<file path="src/rtl/stage_mem_pkg.sv">
// Shared definitions for the memory-access stage.
//  - Operator encodings for the eight load/store operators (all other
//    operator values are non-memory operations).
//  - Stage FSM state type.
//  - Small decode helpers used by both the stage and the alignment unit.
package stage_mem_pkg;

  localparam logic [7:0] OP_LB  = 8'h20;
  localparam logic [7:0] OP_LH  = 8'h21;
  localparam logic [7:0] OP_LW  = 8'h23;
  localparam logic [7:0] OP_LBU = 8'h24;
  localparam logic [7:0] OP_LHU = 8'h25;
  localparam logic [7:0] OP_SB  = 8'h28;
  localparam logic [7:0] OP_SH  = 8'h29;
  localparam logic [7:0] OP_SW  = 8'h2B;

  typedef enum logic [1:0] {
    ST_IDLE   = 2'd0,
    ST_ACCESS = 2'd1,
    ST_DONE   = 2'd2
  } state_e;

  function automatic logic is_load(input logic [7:0] op);
    return (op == OP_LB) || (op == OP_LH) || (op == OP_LW) ||
           (op == OP_LBU) || (op == OP_LHU);
  endfunction

  function automatic logic is_store(input logic [7:0] op);
    return (op == OP_SB) || (op == OP_SH) || (op == OP_SW);
  endfunction

  function automatic logic is_mem_op(input logic [7:0] op);
    return is_load(op) || is_store(op);
  endfunction

  // Halfword ops need an even address, word ops a multiple of four.
  // Byte ops and non-memory ops are always considered aligned.
  function automatic logic is_aligned(input logic [7:0] op, input logic [1:0] lo);
    logic ok;
    ok = 1'b1;
    case (op)
      OP_LH, OP_LHU, OP_SH: ok = ~lo[0];
      OP_LW, OP_SW:         ok = (lo == 2'b00);
      default:              ok = 1'b1;
    endcase
    return ok;
  endfunction

endpackage

</file>
<file path="src/rtl/stage_mem_align.sv">
// memory_align: combinational lane steering for the memory stage.
//  operator         in  8   latched operator
//  addr_lo          in  2   effective address bits [1:0]
//  store_data       in  32  rt value for stores
//  read_data        in  32  raw bus read word
//  byte_select      out 4   active byte lanes (bit i = byte offset i)
//  store_replicated out 32  store data replicated across lanes
//  load_extended    out 32  selected lane, sign/zero extended
//  misaligned       out 1   memory op whose address violates its size
module memory_align
  import stage_mem_pkg::*;
(
  input  logic [7:0]  operator,
  input  logic [1:0]  addr_lo,
  input  logic [31:0] store_data,
  input  logic [31:0] read_data,
  output logic [3:0]  byte_select,
  output logic [31:0] store_replicated,
  output logic [31:0] load_extended,
  output logic        misaligned
);

  logic [7:0]  rd_byte;
  logic [15:0] rd_half;

  always_comb begin
    case (addr_lo)
      2'd0:    rd_byte = read_data[7:0];
      2'd1:    rd_byte = read_data[15:8];
      2'd2:    rd_byte = read_data[23:16];
      default: rd_byte = read_data[31:24];
    endcase
    rd_half = addr_lo[1] ? read_data[31:16] : read_data[15:0];

    byte_select      = '0;
    store_replicated = '0;
    load_extended    = '0;
    case (operator)
      OP_LB: begin
        byte_select   = 4'b0001 << addr_lo;
        load_extended = {{24{rd_byte[7]}}, rd_byte};
      end
      OP_LBU: begin
        byte_select   = 4'b0001 << addr_lo;
        load_extended = {24'h0, rd_byte};
      end
      OP_LH: begin
        byte_select   = 4'b0011 << addr_lo;
        load_extended = {{16{rd_half[15]}}, rd_half};
      end
      OP_LHU: begin
        byte_select   = 4'b0011 << addr_lo;
        load_extended = {16'h0, rd_half};
      end
      OP_LW: begin
        byte_select   = 4'b1111;
        load_extended = read_data;
      end
      OP_SB: begin
        byte_select      = 4'b0001 << addr_lo;
        store_replicated = {4{store_data[7:0]}};
      end
      OP_SH: begin
        byte_select      = 4'b0011 << addr_lo;
        store_replicated = {2{store_data[15:0]}};
      end
      OP_SW: begin
        byte_select      = 4'b1111;
        store_replicated = store_data;
      end
      default: ;
    endcase

    misaligned = is_mem_op(operator) && !is_aligned(operator, addr_lo);
  end

endmodule

</file>
<file path="src/rtl/stage_mem.sv">
// stage_mem: memory-access pipeline stage (owns the EX/MEM latch).
//  clock/reset                     rising-edge clock, async active-high reset
//  operator, register_write_*_,    EX/MEM inputs, captured whenever not stalled
//  store_data
//  stall_request                   holds EX/ID/IF while a bus access is pending
//  register_write_enable/address/  write-back triple to MEM/WB
//  data
//  bus_*                           single-outstanding req/ack data bus
//  memory_error                    1-cycle pulse on misalignment or timeout
module stage_mem
  import stage_mem_pkg::*;
#(
  parameter int unsigned TIMEOUT_CYCLES = 255
)
(
  input  logic        clock,
  input  logic        reset,
  input  logic [7:0]  operator,
  input  logic        register_write_enable_,
  input  logic [4:0]  register_write_address_,
  input  logic [31:0] register_write_data_,
  input  logic [31:0] store_data,
  output logic        stall_request,
  output logic        register_write_enable,
  output logic [4:0]  register_write_address,
  output logic [31:0] register_write_data,
  output logic        bus_request,
  output logic        bus_write,
  output logic [31:0] bus_address,
  output logic [3:0]  bus_byte_select,
  output logic [31:0] bus_data_write,
  input  logic [31:0] bus_data_read,
  input  logic        bus_ack,
  output logic        memory_error
);

  localparam logic [31:0] TIMEOUT_LAST =
    (TIMEOUT_CYCLES == 0) ? '0 : 32'(TIMEOUT_CYCLES - 1);

  state_e      state_q, state_d;
  logic [7:0]  op_q, op_d;
  logic        we_q, we_d;
  logic [4:0]  waddr_q, waddr_d;
  logic [31:0] data_q, data_d;
  logic [31:0] sdata_q, sdata_d;
  logic [31:0] rdata_q, rdata_d;
  logic [31:0] cnt_q, cnt_d;
  logic        abort_q, abort_d;

  logic [3:0]  al_byte_select;
  logic [31:0] al_store_data;
  logic [31:0] al_load_data;
  logic        al_misaligned;
  logic        in_access;
  logic        timeout_hit;

  memory_align u_align (
    .operator         (op_q),
    .addr_lo          (data_q[1:0]),
    .store_data       (sdata_q),
    .read_data        (bus_data_read),
    .byte_select      (al_byte_select),
    .store_replicated (al_store_data),
    .load_extended    (al_load_data),
    .misaligned       (al_misaligned)
  );

  assign in_access   = (state_q == ST_ACCESS);
  assign timeout_hit = (TIMEOUT_CYCLES != 0) && (cnt_q == TIMEOUT_LAST);

  always_comb begin
    state_d = state_q;
    op_d    = op_q;
    we_d    = we_q;
    waddr_d = waddr_q;
    data_d  = data_q;
    sdata_d = sdata_q;
    rdata_d = rdata_q;
    cnt_d   = cnt_q;
    abort_d = abort_q;
    case (state_q)
      ST_ACCESS: begin
        cnt_d = cnt_q + 32'd1;
        if (bus_ack) begin
          rdata_d = al_load_data;
          abort_d = 1'b0;
          state_d = ST_DONE;
        end else if (timeout_hit) begin
          abort_d = 1'b1;
          state_d = ST_DONE;
        end
      end
      default: begin
        // IDLE and DONE both release the stall, so the latch takes the next op.
        op_d    = operator;
        we_d    = register_write_enable_;
        waddr_d = register_write_address_;
        data_d  = register_write_data_;
        sdata_d = store_data;
        cnt_d   = '0;
        abort_d = 1'b0;
        state_d = (is_mem_op(operator) &&
                   is_aligned(operator, register_write_data_[1:0])) ? ST_ACCESS : ST_IDLE;
      end
    endcase
  end

  always_ff @(posedge clock or posedge reset) begin
    if (reset) begin
      state_q <= ST_IDLE;
      op_q    <= '0;
      we_q    <= 1'b0;
      waddr_q <= '0;
      data_q  <= '0;
      sdata_q <= '0;
      rdata_q <= '0;
      cnt_q   <= '0;
      abort_q <= 1'b0;
    end else begin
      state_q <= state_d;
      op_q    <= op_d;
      we_q    <= we_d;
      waddr_q <= waddr_d;
      data_q  <= data_d;
      sdata_q <= sdata_d;
      rdata_q <= rdata_d;
      cnt_q   <= cnt_d;
      abort_q <= abort_d;
    end
  end

  // All outputs derive from cleared state, so reset zeroes them immediately.
  always_comb begin
    stall_request   = in_access;
    bus_request     = in_access;
    bus_write       = in_access && is_store(op_q);
    bus_address     = in_access ? {data_q[31:2], 2'b00} : '0;
    bus_byte_select = in_access ? al_byte_select : '0;
    bus_data_write  = in_access ? al_store_data : '0;

    register_write_address = waddr_q;
    register_write_data    = data_q;
    register_write_enable  = 1'b0;
    memory_error           = 1'b0;
    case (state_q)
      ST_IDLE: begin
        register_write_enable = we_q && !is_mem_op(op_q);
        memory_error          = al_misaligned;
      end
      ST_DONE: begin
        register_write_enable = we_q && is_load(op_q) && !abort_q;
        memory_error          = abort_q;
        if (is_load(op_q)) begin
          register_write_data = rdata_q;
        end
      end
      default: ;
    endcase
  end

endmodule

</file>
<file path="config.mk">
export PLATFORM = sky130hd
export DESIGN_NAME = stage_mem
export DESIGN_NICKNAME = d
export VERILOG_FILES = /design/src/rtl/stage_mem_pkg.sv /design/src/rtl/stage_mem_align.sv /design/src/rtl/stage_mem.sv
export SDC_FILE = /design/constraint.sdc
export NUM_CORES = 1
export LEC_CHECK = 0
export ABC_AREA = 1
export CAP_MARGIN = 20
export CORE_MARGIN = 2
export CORE_UTILIZATION = 53
export DETAILED_ROUTE_END_ITERATION = 10
export GPL_ROUTABILITY_DRIVEN = 0
export GPL_TIMING_DRIVEN = 0
export PLACE_DENSITY = 0.85
export RECOVER_POWER = 25
export SLEW_MARGIN = 20
export SYNTH_ARGS = -nofsm -noshare
export SYNTH_HDL_FRONTEND = slang
export SYNTH_SLANG_ARGS = --single-unit
</file>
<file path="constraint.sdc">
create_clock -name clock -period 11 [get_ports clock]
set_input_delay 2.2 -clock clock [delete_from_list [all_inputs] [get_ports clock]]
set_output_delay 2.2 -clock clock [all_outputs]
set_load 0.02 [all_outputs]
</file>
### Word-level counts from Yosys, hierarchy flattened

Index checks and enable logic that the tools add are counted.

| word-level totals | value |
|---|---|
| flip-flop bits (word level) | 145 |
| bits of input ports | 113 |
| output and inout port bits | 110 |
| logic and storage cells | 91 |

| cells by class | value |
|---|---|
| add/sub/neg operators | 1 |
| eq/ne operators | 22 |
| shifts and indexed selects | 2 |
| mux-type cells | 23 |
| bitwise logic cells | 2 |
| reductions and logical operators | 32 |

Operator list:

| kind | count |
|---|---|
| $mux 32 | 5 |
| $pmux 32 s5 | 1 |
| $eq 8x6->1 const B | 16 |
| $pmux 32 s3 | 1 |
| $add 32x1->32 const B | 1 |
| $eq 32x8->1 const B | 1 |
| $pmux 8 s3 | 1 |
| $mux 16 | 1 |
| $logic_or 1x1->1 | 14 |
| $pmux 4 s3 | 1 |
| $reduce_or 3->1 | 3 |
| $pmux 1 s2 | 4 |
| $logic_and 1x1->1 | 6 |
| $logic_not 2->1 | 3 |
| $mux 2 | 3 |
| $mux 1 | 5 |
| $eq 2x1->1 const B | 2 |
| $eq 2x2->1 const B | 2 |
| $mux 4 | 1 |
| $reduce_or 2->1 | 2 |
| $shl 1x2->4 const A | 1 |
| $shl 2x2->4 const A | 1 |
| $logic_not 1->1 | 3 |
| $ne 3x2->1 const B | 1 |
| other kinds (2) | 3 |

### Depth between registers and ports, before layout

Gate-level depths: netlist of run 1.

| logic depth | value |
|---|---|
| word-level depth | 9 |
| mapped depth | 11 |
| mapped depth without buffers | 11 |

### Cells and area by module

From an unflattened synthesis of run 1, not the netlist that was laid out.

| second synthesis, totals | value |
|---|---|
| cell total of the unflattened synthesis | 1318 |
| area, all modules | 8864.8 um2 |

Modules (own cells, without submodules):

| module | times used | cells an instance | area each (um2) | seq. area each (um2) |
|---|---|---|---|---|
| stage_mem | 1 | 983 | 7191.9 | 3628.5 |
| memory_align | 1 | 335 | 1672.9 | 0.0 |

### Worst setup path after synthesis of run 1

No wires, ideal clock.

| path | value |
|---|---|
| kind | register to output |
| start | register op_q[4] |
| end | output port register_write_data[2] |
| arrival time | 1.769 ns |
| required time | 8.800 ns |
| slack | 7.031 ns |
| cell stages (with the launch flop) | 9 |
| cell sequence | dfrtp_1 -> inv_1 -> nand2_1 -> nor2_4 -> nand2_4 -> o21ai_4 -> nand2_2 -> buf_2 -> o21ai_0 |

| on the way | value |
|---|---|
| longest elaborated chain between the ends | 7 |
| elaborated cells on any way between the ends | 11 |
| those cells by class | eq/ne (5); mux (2); reduce/logical (4) |

RTL lines:

| element | RTL line | RTL |
|---|---|---|
| start: declaration | stage_mem.sv:41 | `logic [7:0] op_q, op_d;` |
| start signal: assignment | stage_mem.sv:121 | `op_q <= op_d;` |
| $eq 8x6->1 | stage_mem_pkg.sv:24 | `return (op == OP_LB) \|\| (op == OP_LH) \|\| (op == OP_LW) \|\|` |
| $logic_or 1x1->1 (3 in series) | stage_mem_pkg.sv:24 |  |
| $logic_or 1x1->1 * | stage_mem_pkg.sv:25 | `(op == OP_LBU) \|\| (op == OP_LHU);` |
| $mux 32 * | stage_mem.sv:153 | `if (is_load(op_q)) begin` |
| $mux 32 * | stage_mem.sv:145 | `case (state_q)` |
| end: declaration | stage_mem.sv:26 | `output logic [31:0] register_write_data,` |

Mark *: on every way between the ends. The rest lies on a longest branch, timed or not.

### Worst setup path in the final report of run 1

| path | value |
|---|---|
| start | register op_q[2] |
| end | output port bus_data_write[14] |

| on the way | value |
|---|---|
| longest elaborated chain between the ends | 3 |
| elaborated cells on any way between the ends | 5 |
| those cells by class | eq/ne (3); mux (2) |

RTL lines:

| element | RTL line | RTL |
|---|---|---|
| $eq 8x6->1 | stage_mem_align.sv:38 | `case (operator)` |
| $pmux 32 s3 * | stage_mem_align.sv:38 |  |
| $mux 32 * | stage_mem.sv:139 | `bus_data_write = in_access ? al_store_data : '0;` |
| end: declaration | stage_mem.sv:31 | `output logic [31:0] bus_data_write,` |

Marks and branches as above.

==> results.cfg, run 1 <==
[run_status]
outcome = complete, no violations

[cells_and_area]
final_area_sq_um = 11600
layout.nets = 1632
fin_cells = 1746
n_fill_cell = 1217
final_layout_size_suffix_gt1_share_pct = 4.25
layout-area-overhead-vs-synth_pct = 37.2
top_library_cells_by_usage_in_the_layout_fill_and_taps_aside = nand2_1, nor2_1, clkdlybuf4s50_1
utilization_pct = 73.6
mostFrequentLayoutCell = nand2_1

[logic_synthesis]
yosys_warnings = 0
synth-simple-area-share_pct = 39.7
synthesis.area_sq_um = 8430
per_instance_average_area_after_synthesis_sq_um = 6.61
post_synth_inst_count = 1276
ys_types = 32
seq_area_frac_synth_pct = 43.1
compound_cell_area_share_of_the_yosys_netlist_pct = 7.11
ys_ff_latch = 145
synth_top_family_by_area = simple AND/OR/NAND/NOR gates
yosys.area_share.adder_pct = 0.297
synth_xor_xnor_area_share_pct = 0.935
synth.area.mux_share_pct = 0

[worst_setup_path]
timing.setup.critical_path_class = reg -> out
cp-endpoint = bus_data_write[14]
critical_path.reg2reg.endpoint = rdata_q[0]
critical_path_peak_fanout = 10
cp-start-kind = register
worstReg2RegStart = state_q[1]
crit_arrival_ns = 3.11
worst-r2r-cell-count = 7
end_kind = output pin
rrSetupSlack_ns = 8.90
critical_path_launch_point = op_q[2]
required_ns = 8.80

[floorplan]
die_height_um = 130
die-width_um = 130
design.core.area_sq_um = 15700
initial_core_util_pct = 53.6
row_count = 46
boundary_pins = 223
die-area_sq_um = 16900

[timing]
worst_clock_skew_ns = 0.0102
worst_pin_slew_ns = 0.760
slew_violations = 0
timing.max_slew.rel_slack_pct = 49.1
setup_total_negative_slack_ns = 0
timing.final.setup_violations = 0
final_period_minus_worst_setup_slack_ns = 5.31
unrepaired_setup_endpoints_after_global_routing = false
achievable-frequency_mhz = 188
final_min_period_over_clock_period_pct = 48.2
final_hold_fails = 0

[detailed_routing]
detailedRoute.firstPassIterationCount = 6
avgViaCountPerCell = 5.31
wl_um = 27300
wire_per_inst_um = 15.6
drc_violation_total_after_the_first_tritonroute_iteration = 780
routed-via-count = 9275
drc = 0
drtAntennaViolNets = 0

[placement]
detailed_place_hpwl_um = 20600
placement.io_buffers = 220
dpl.cell_count = 1714
placed_cell_area_sq_um = 10900

[power_and_ir_drop]
power_density_nw_per_um2 = 120
netSwitchingFraction_pct = 25.7
part_of_the_power_in_combinational_logic_pct = 14.3
ir_worst_vdd_uv = 106
power.share.clock_pct = 43.8
power.net_switching_uw = 356
relative_contribution_of_sequential_cells_to_total_power_pct = 41.9
static-leakage-power_uw = 0.00584
internal_power_uw = 1030

[grt]
gr-usage-all-layers_pct = 32.0
wire_length_of_the_first_global_routing_pass_um = 41700
largest_net_degree_at_the_start_of_global_routing = 87
initial_antenna_violation_count = 1
grt_overflow = 0
number_of_global_route_vias_before_repair = 8482

[cts]
cts_setup_buffers = 0
cts-resized-gates = 0
clock_sink_count = 145
cts_root_buf = clkbuf_16
cts_hold_repair.buffers = 0
insertion_delay_ns = 0.42
cts_buffer_depth = 2
worst_setup_hold_path_clk_slew_ns = 0.06
cts_made_buffers = 17
clock_tree.htree_level_count = 4
tritoncts = built

[min_path]
hp-class = reg -> reg

[job]
maxCapViolCount = 0
-- cell type report --
| cell class | count | area, sq um | area share (%) |
|---|---|---|---|
| clock buffers | 22 | 494 | 4.27 |
| clock inverters | 9 | 129 | 1.11 |
| repair buffers | 221 | 2230 | 19.3 |
| plain buffers | 59 | 277 | 2.39 |
| diodes | 1 | 2.50 | 0.0216 |
| well taps | 216 | 270 | 2.34 |
| inverters | 125 | 477 | 4.12 |
| multi-input cells | 948 | 4060 | 35.1 |
| flip-flops and latches | 145 | 3630 | 31.4 |
-- through the flow --
| stage | worst slack [ns] | total power (uW) | hold slack, ns |
|---|---|---|---|
| 4_1_cts | 5.68 | 1390 | 0.473 |
| 2_1_floorplan | 4.91 | 690 | 0.442 |
| 6_report | 5.69 | 1390 | 0.472 |
| 5_1_grt | 5.54 | 1440 | 0.497 |
| 3_3_place_gp | 2.94 | 785 | 0.453 |
| 3_5_place_dp | 6.15 | 791 | 0.459 |
-- power groups by stage --
stage	combinational [uW]	sequential [uW]	clock (uW)
CTS	202	581	610
global route	218	584	635
floorplan	102	587	0
detailed placement	200	590	0
finish	199	581	609
global placement	195	589	0
-- kinds of logic after synthesis --
logic type | count (synthesis)
AO/OA/AOI/OAI | 112
XOR/XNOR | 9
buffers and inverters | 184
other | 1
flip-flops | 145
adder cells (fa/ha/maj) | 2
AND/OR/NAND/NOR | 823
-- metal layers --
metal	vias to the layer above	track usage [%]	part of all wire, %	wire [um]
met3	80	6.27	8.3	2260
met2	446	53.9	48	13000
met1	4298	40.1	40	10900
met4	0	14.7	3.9	1070
li1	4451	-	-	-
met5	-	0	0	0
-- state kept, by name (all words and copies together), names as in the netlist --
name,flops
register_write_address,5
data_q,32
state_q,2
op_q,8
we_q,1
rdata_q,32
cnt_q,32
sdata_q,32
abort_q,1
-- synth_stat cells --
library cell	number	area, sq um
nor2_4	1	11.3
nand3_1	127	636
nand2_1	497	1870
inv_2	2	7.51
o21ai_0	81	405
buf_4	5	37.5
nor2_1	173	649
nor3_1	6	30.0
conb_1	1	3.75
ha_1	2	25.0
nor2_8	2	40.0
xor2_1	8	70.1
nand4_1	10	62.6
buf_6	3	33.8
buf_2	11	55.1
clkbuf_1	33	124
nand2_2	3	18.8
dfrtp_1	145	3630
nor3_2	1	10.0
a31oi_1	1	6.26
inv_1	123	462
a21boi_0	1	7.51
o21a_1	1	7.51
nand2_4	1	11.3
or2_2	1	6.26
buf_1	7	26.3
nor4_1	1	6.26
a21oi_1	22	110
o211ai_1	4	30.0
a21oi_4	1	16.3
o21ai_4	1	16.3
xnor2_1	1	8.76
-- worst max-delay path: stages, from the launching register on --
cell             delay (ns)
dfrtp_1                0.44
inv_1                  0.20
nand2_1                0.13
nor2_1                 0.54
buf_2                  0.33
nand3_1                0.17
nand3_1                0.15
nand2_1                0.06
inv_1                  0.05
clkdlybuf4s50_1        0.60
-- how the worst min path moves through the flow --
stage | from | cells past startpoint | end | slack, ns
2_1_floorplan | sdata_q[16] | 2 | sdata_q[16] | 0.44
3_3_place_gp | register_write_address[0] | 2 | register_write_address[0] | 0.45
3_5_place_dp | register_write_address[0] | 2 | register_write_address[0] | 0.46
4_1_cts | register_write_address[0] | 2 | register_write_address[0] | 0.47
5_1_grt | register_write_address[3] | 2 | register_write_address[3] | 0.50
6_report | register_write_address[0] | 2 | register_write_address[0] | 0.47
Note: power is estimated with default switching activity, not from simulation.
==> run 2: changes to the inputs <==
--- a/config.mk
+++ b/config.mk
@@ -8,11 +8,11 @@
 export ABC_AREA = 1
 export CAP_MARGIN = 20
 export CORE_MARGIN = 2
-export CORE_UTILIZATION = 53
+export CORE_UTILIZATION = 45
 export DETAILED_ROUTE_END_ITERATION = 10
 export GPL_ROUTABILITY_DRIVEN = 0
 export GPL_TIMING_DRIVEN = 0
-export PLACE_DENSITY = 0.85
+export PLACE_DENSITY = 0.77
 export RECOVER_POWER = 25
 export SLEW_MARGIN = 20
 export SYNTH_ARGS = -nofsm -noshare
==> constraint.sdc (replaced) <==
create_clock -name clock -period 4.3 [get_ports clock]
set_input_delay 0.86 -clock clock [delete_from_list [all_inputs] [get_ports clock]]
set_output_delay 0.86 -clock clock [all_outputs]
set_load 0.02 [all_outputs]
==> results.cfg, run 2 (synthesis gave the netlist of run 1 again) <==
[run_status]
outcome = complete, no violations

[timing]
final_hold_fails = 0
final_min_period_over_clock_period_pct = 92.3
final_period_minus_worst_setup_slack_ns = 3.97
slew_violations = 0
timing.max_slew.rel_slack_pct = 19.1
timing.final.setup_violations = 0
final.hold.worst_slack_ns = 0.472
unrepaired_setup_endpoints_after_global_routing = false
setup_total_negative_slack_ns = 0
worst_pin_slew_ns = 1.21
achievable-frequency_mhz = 252
worst_clock_skew_ns = 0.00811

[min_path]
hp-class = reg -> reg

[cells_and_area]
layout.nets = 1637
top_library_cells_by_usage_in_the_layout_fill_and_taps_aside = nand2_1, clkdlybuf4s50_1, nor2_1
layout-area-overhead-vs-synth_pct = 37.8
antenna_cells = 0
mostFrequentLayoutCell = nand2_1
fin_cells = 1769
final_layout_size_suffix_gt1_share_pct = 4.50

[job]
maxCapViolCount = 0

[power_and_ir_drop]
ir_worst_vdd_uv = 327
static-leakage-power_uw = 0.00583
power_density_nw_per_um2 = 304

[grt]
number_of_global_route_vias_before_repair = 9092
initial_antenna_violation_count = 0
grt_overflow = 0
largest_net_degree_at_the_start_of_global_routing = 33
wire_length_of_the_first_global_routing_pass_um = 44900
gr-usage-all-layers_pct = 28.5

[cts]
insertion_delay_ns = 0.43
cts_made_buffers = 17
tritoncts = built
clock_tree.htree_level_count = 4
worst_setup_hold_path_clk_slew_ns = 0.07
clock_sink_count = 145
cts_root_buf = clkbuf_16
cts_setup_buffers = 0
cts_buffer_depth = 2
cts_hold_repair.buffers = 0
cts-resized-gates = 0

[detailed_routing]
avgViaCountPerCell = 5.22
wl_um = 28000
drc_violation_total_after_the_first_tritonroute_iteration = 746
routed-via-count = 9243
drtAntennaViolNets = 0
wire_per_inst_um = 15.8
detailedRoute.firstPassIterationCount = 6
drc = 0

[floorplan]
row_count = 50
die-area_sq_um = 19800
die_height_um = 141
boundary_pins = 223
initial_core_util_pct = 45.5
design.core.area_sq_um = 18500
die-width_um = 141

[placement]
placement.io_buffers = 220
dpl.cell_count = 1737
detailed_place_hpwl_um = 21400

[worst_setup_path]
crit_arrival_ns = 3.11
required_ns = 3.44
critical_path_peak_fanout = 10
end_kind = output pin
timing.setup.critical_path_class = reg -> out
cp-start-kind = register
## run 2: changes by cell type in the layout (fill, tap and decap cells not counted), sizes merged
cell / change
clkbuf: -4
buf: +4
inv: +7
clkinvlp: +2
bufinv: -1
dlygate4sd3: -66
clkdlybuf4s50: +66
diode: -1
clkinv: -2
## run 2: critical path: stages, from the launching register on
cell and delay [ns]:
dfrtp_1 0.45, inv_1 0.18, nand2_1 0.11, nor2_1 0.56, buf_2 0.33, nand3_1 0.18
nand3_1 0.15, nand2_1 0.06, inv_1 0.06, clkdlybuf4s50_1 0.59
## run 2: path summary, 6_finish.rpt
check,startpoint,to,slack [ns],cells past startpoint
worst max register to register,op_q[0],rdata_q[9],2.18,9
min in group asynchronous,reset,op_q[6],0.90,2
max in group asynchronous,reset,data_q[17],0.89,7
worst max-delay path,op_q[2],bus_data_write[14],0.33,9
worst min register to register,sdata_q[25],sdata_q[25],0.47,2
worst min-delay path,sdata_q[25],sdata_q[25],0.47,2
## run 2: routing by layer
metal / global-route usage [%] / vias to the layer above / wire length [um]
met1: 35.8 / 4270 / 11400
met2: 47.8 / 439 / 13100
met5: 0 / - / 0
met4: 11.9 / 0 / 1130
met3: 6.39 / 79 / 2330
li1: - / 4455 / -
## run 2: area by class of cell
type,count,area [sq um]
timing repair buffer,226,2290
clock buffer,17,425
tap,234,293
buffer,59,277
inverter,125,470
clock inverter,15,171
multi-input combinational,948,4060
sequential,145,3630
fill,1695,6910
## run 2: report_power, final
part / switching, uW / total (uW) / leakage, uW / internal, uW
clock: 651 / 1520 / 0.000286 / 873
combinational: 293 / 524 / 0.00371 / 231
sequential: 46.1 / 1490 / 0.00183 / 1440
total: 990 / 3540 / 0.00583 / 2550
## run 2: through the flow
step	setup slack, ns	power (uW)	util [%]	cell area, sq um
floorplan	1.62	1760	-	8440
global placement	0.300	2010	59.0	10900
detailed placement	0.797	2040	59.8	11100
CTS	0.307	3550	63.1	11700
global route	0.0740	3680	62.7	11600
finish	0.331	3540	62.7	11600
==> run 3: changes to the inputs <==
--- a/config.mk
+++ b/config.mk
@@ -6,7 +6,7 @@
 export NUM_CORES = 1
 export LEC_CHECK = 0
 export ABC_AREA = 1
-export CAP_MARGIN = 20
+export CAP_MARGIN = 40
 export CORE_MARGIN = 2
 export CORE_UTILIZATION = 45
 export DETAILED_ROUTE_END_ITERATION = 10
==> constraint.sdc (replaced) <==
create_clock -name clock -period 4.3 [get_ports clock]
set_input_delay 0.645 -clock clock [delete_from_list [all_inputs] [get_ports clock]]
set_output_delay 0.645 -clock clock [all_outputs]
set_load 0.02 [all_outputs]
==> results.cfg, run 3 (synthesis gave the netlist of run 1 again) <==
[cts]
cts_setup_buffers = 0
cts_hold_repair.buffers = 0
cts-resized-gates = 0
insertion_delay_ns = 0.43
cts_root_buf = clkbuf_16
worst_setup_hold_path_clk_slew_ns = 0.06
cts_made_buffers = 17
cts_buffer_depth = 2
clock_tree.htree_level_count = 4
clock_sink_count = 145
tritoncts = built

[timing]
final_hold_fails = 0
achievable-frequency_mhz = 265
final_period_minus_worst_setup_slack_ns = 3.78
setup_total_negative_slack_ns = 0
timing.max_slew.rel_slack_pct = 12.8
unrepaired_setup_endpoints_after_global_routing = false
final.hold.worst_slack_ns = 0.472
timing.final.setup_violations = 0
worst_pin_slew_ns = 1.31
final_min_period_over_clock_period_pct = 87.8
slew_violations = 0
worst_clock_skew_ns = 0.00781

[cells_and_area]
layout.nets = 1637
fin_cells = 1769
antenna_cells = 0
final_layout_size_suffix_gt1_share_pct = 4.43
mostFrequentLayoutCell = nand2_1
top_library_cells_by_usage_in_the_layout_fill_and_taps_aside = nand2_1, clkdlybuf4s50_1, nor2_1
layout-area-overhead-vs-synth_pct = 37.9

[run_status]
outcome = complete, no violations

[grt]
grt_overflow = 0
largest_net_degree_at_the_start_of_global_routing = 33
initial_antenna_violation_count = 0
number_of_global_route_vias_before_repair = 9028
gr-usage-all-layers_pct = 28.4
wire_length_of_the_first_global_routing_pass_um = 44600

[detailed_routing]
wire_per_inst_um = 15.8
drc = 0
routed-via-count = 9211
drtAntennaViolNets = 0
avgViaCountPerCell = 5.21
wl_um = 27900
detailedRoute.firstPassIterationCount = 5
drc_violation_total_after_the_first_tritonroute_iteration = 717

[worst_setup_path]
worst-path-buf-inv = 5
crit_path_top_delay_cell = clkdlybuf4s50_1
end_kind = output pin
cp-start-kind = register
timing.setup.critical_path_class = reg -> out
critical_path_peak_fanout = 10
cp_cell_sequence = inv_1 > nand2_1 > inv_1 > clkbuf_1 > clkbuf_1 > nand3_1 > nand2_1 > clkdlybuf4s50_1
top_family_by_delay_on_critical_path = buffers and inverters
crit_arrival_ns = 3.13
max_stage_delay_ns = 0.63
required_ns = 3.65

[floorplan]
boundary_pins = 223
initial_core_util_pct = 45.5
die-width_um = 141
die_height_um = 141
die-area_sq_um = 19800
design.core.area_sq_um = 18500
row_count = 50

[placement]
detailed_place_hpwl_um = 21500
dpl.cell_count = 1737
placement.io_buffers = 220

[power_and_ir_drop]
static-leakage-power_uw = 0.00584
power_density_nw_per_um2 = 305
design_power_total_uw = 3540
ir_worst_vdd_uv = 338

[min_path]
hp-class = reg -> reg

[job]
maxCapViolCount = 0
run 3: layout make-up:
class	instances	area, sq um
flip-flops and latches	145	3630
well taps	234	293
clock inverters	15	174
multi-input cells	948	4060
clock buffers	17	425
inverters	125	470
plain buffers	59	277
fillers	1701	6900
repair buffers	226	2300
run 3: worst paths after layout:
check	startpoint	end	slack (ns)	depth (start not counted)
setup reg to reg	op_q[0]	rdata_q[9]	2.14	9
setup / recovery	state_q[1]	bus_data_write[23]	0.52	8
min in group asynchronous	reset	op_q[6]	0.69	2
max in group asynchronous	reset	data_q[20]	0.62	7
hold / removal	register_write_address[1]	register_write_address[1]	0.47	2
hold reg to reg	register_write_address[1]	register_write_address[1]	0.47	2
run 3: power by group:
| group | switching [uW] | internal (uW) |
|---|---|---|
| logic | 294 | 232 |
| registers | 46.4 | 1440 |
| clock network | 653 | 875 |
| total | 994 | 2550 |
run 3: metal layers:
layer  wire length (um)  global-route usage [%]
met4               1040                    12.1
met5                  0                       0
met3               2230                    6.69
met1              11400                    35.2
met2              13300                    47.6
run 3: worst reg2reg max path: stages (launching register included):
cell and delay [ns]:
dfrtp_1 0.49, inv_1 0.10, nor2_1 0.17, inv_1 0.08, nor2_1 0.46, buf_2 0.34, nand3_1 0.11, nand3_1 0.16
nand2_1 0.10, nand2_1 0.09
run 3: per-stage QoR:
stage | area, sq um | utilization [%] | setup slack, ns
after floorplan | 8440 | - | 1.84
after global placement | 10900 | 59.0 | 0.515
after detailed placement | 11100 | 59.8 | 0.986
after CTS | 11700 | 63.1 | 0.537
after global routing | 11600 | 62.8 | 0.140
final | 11600 | 62.8 | 0.523
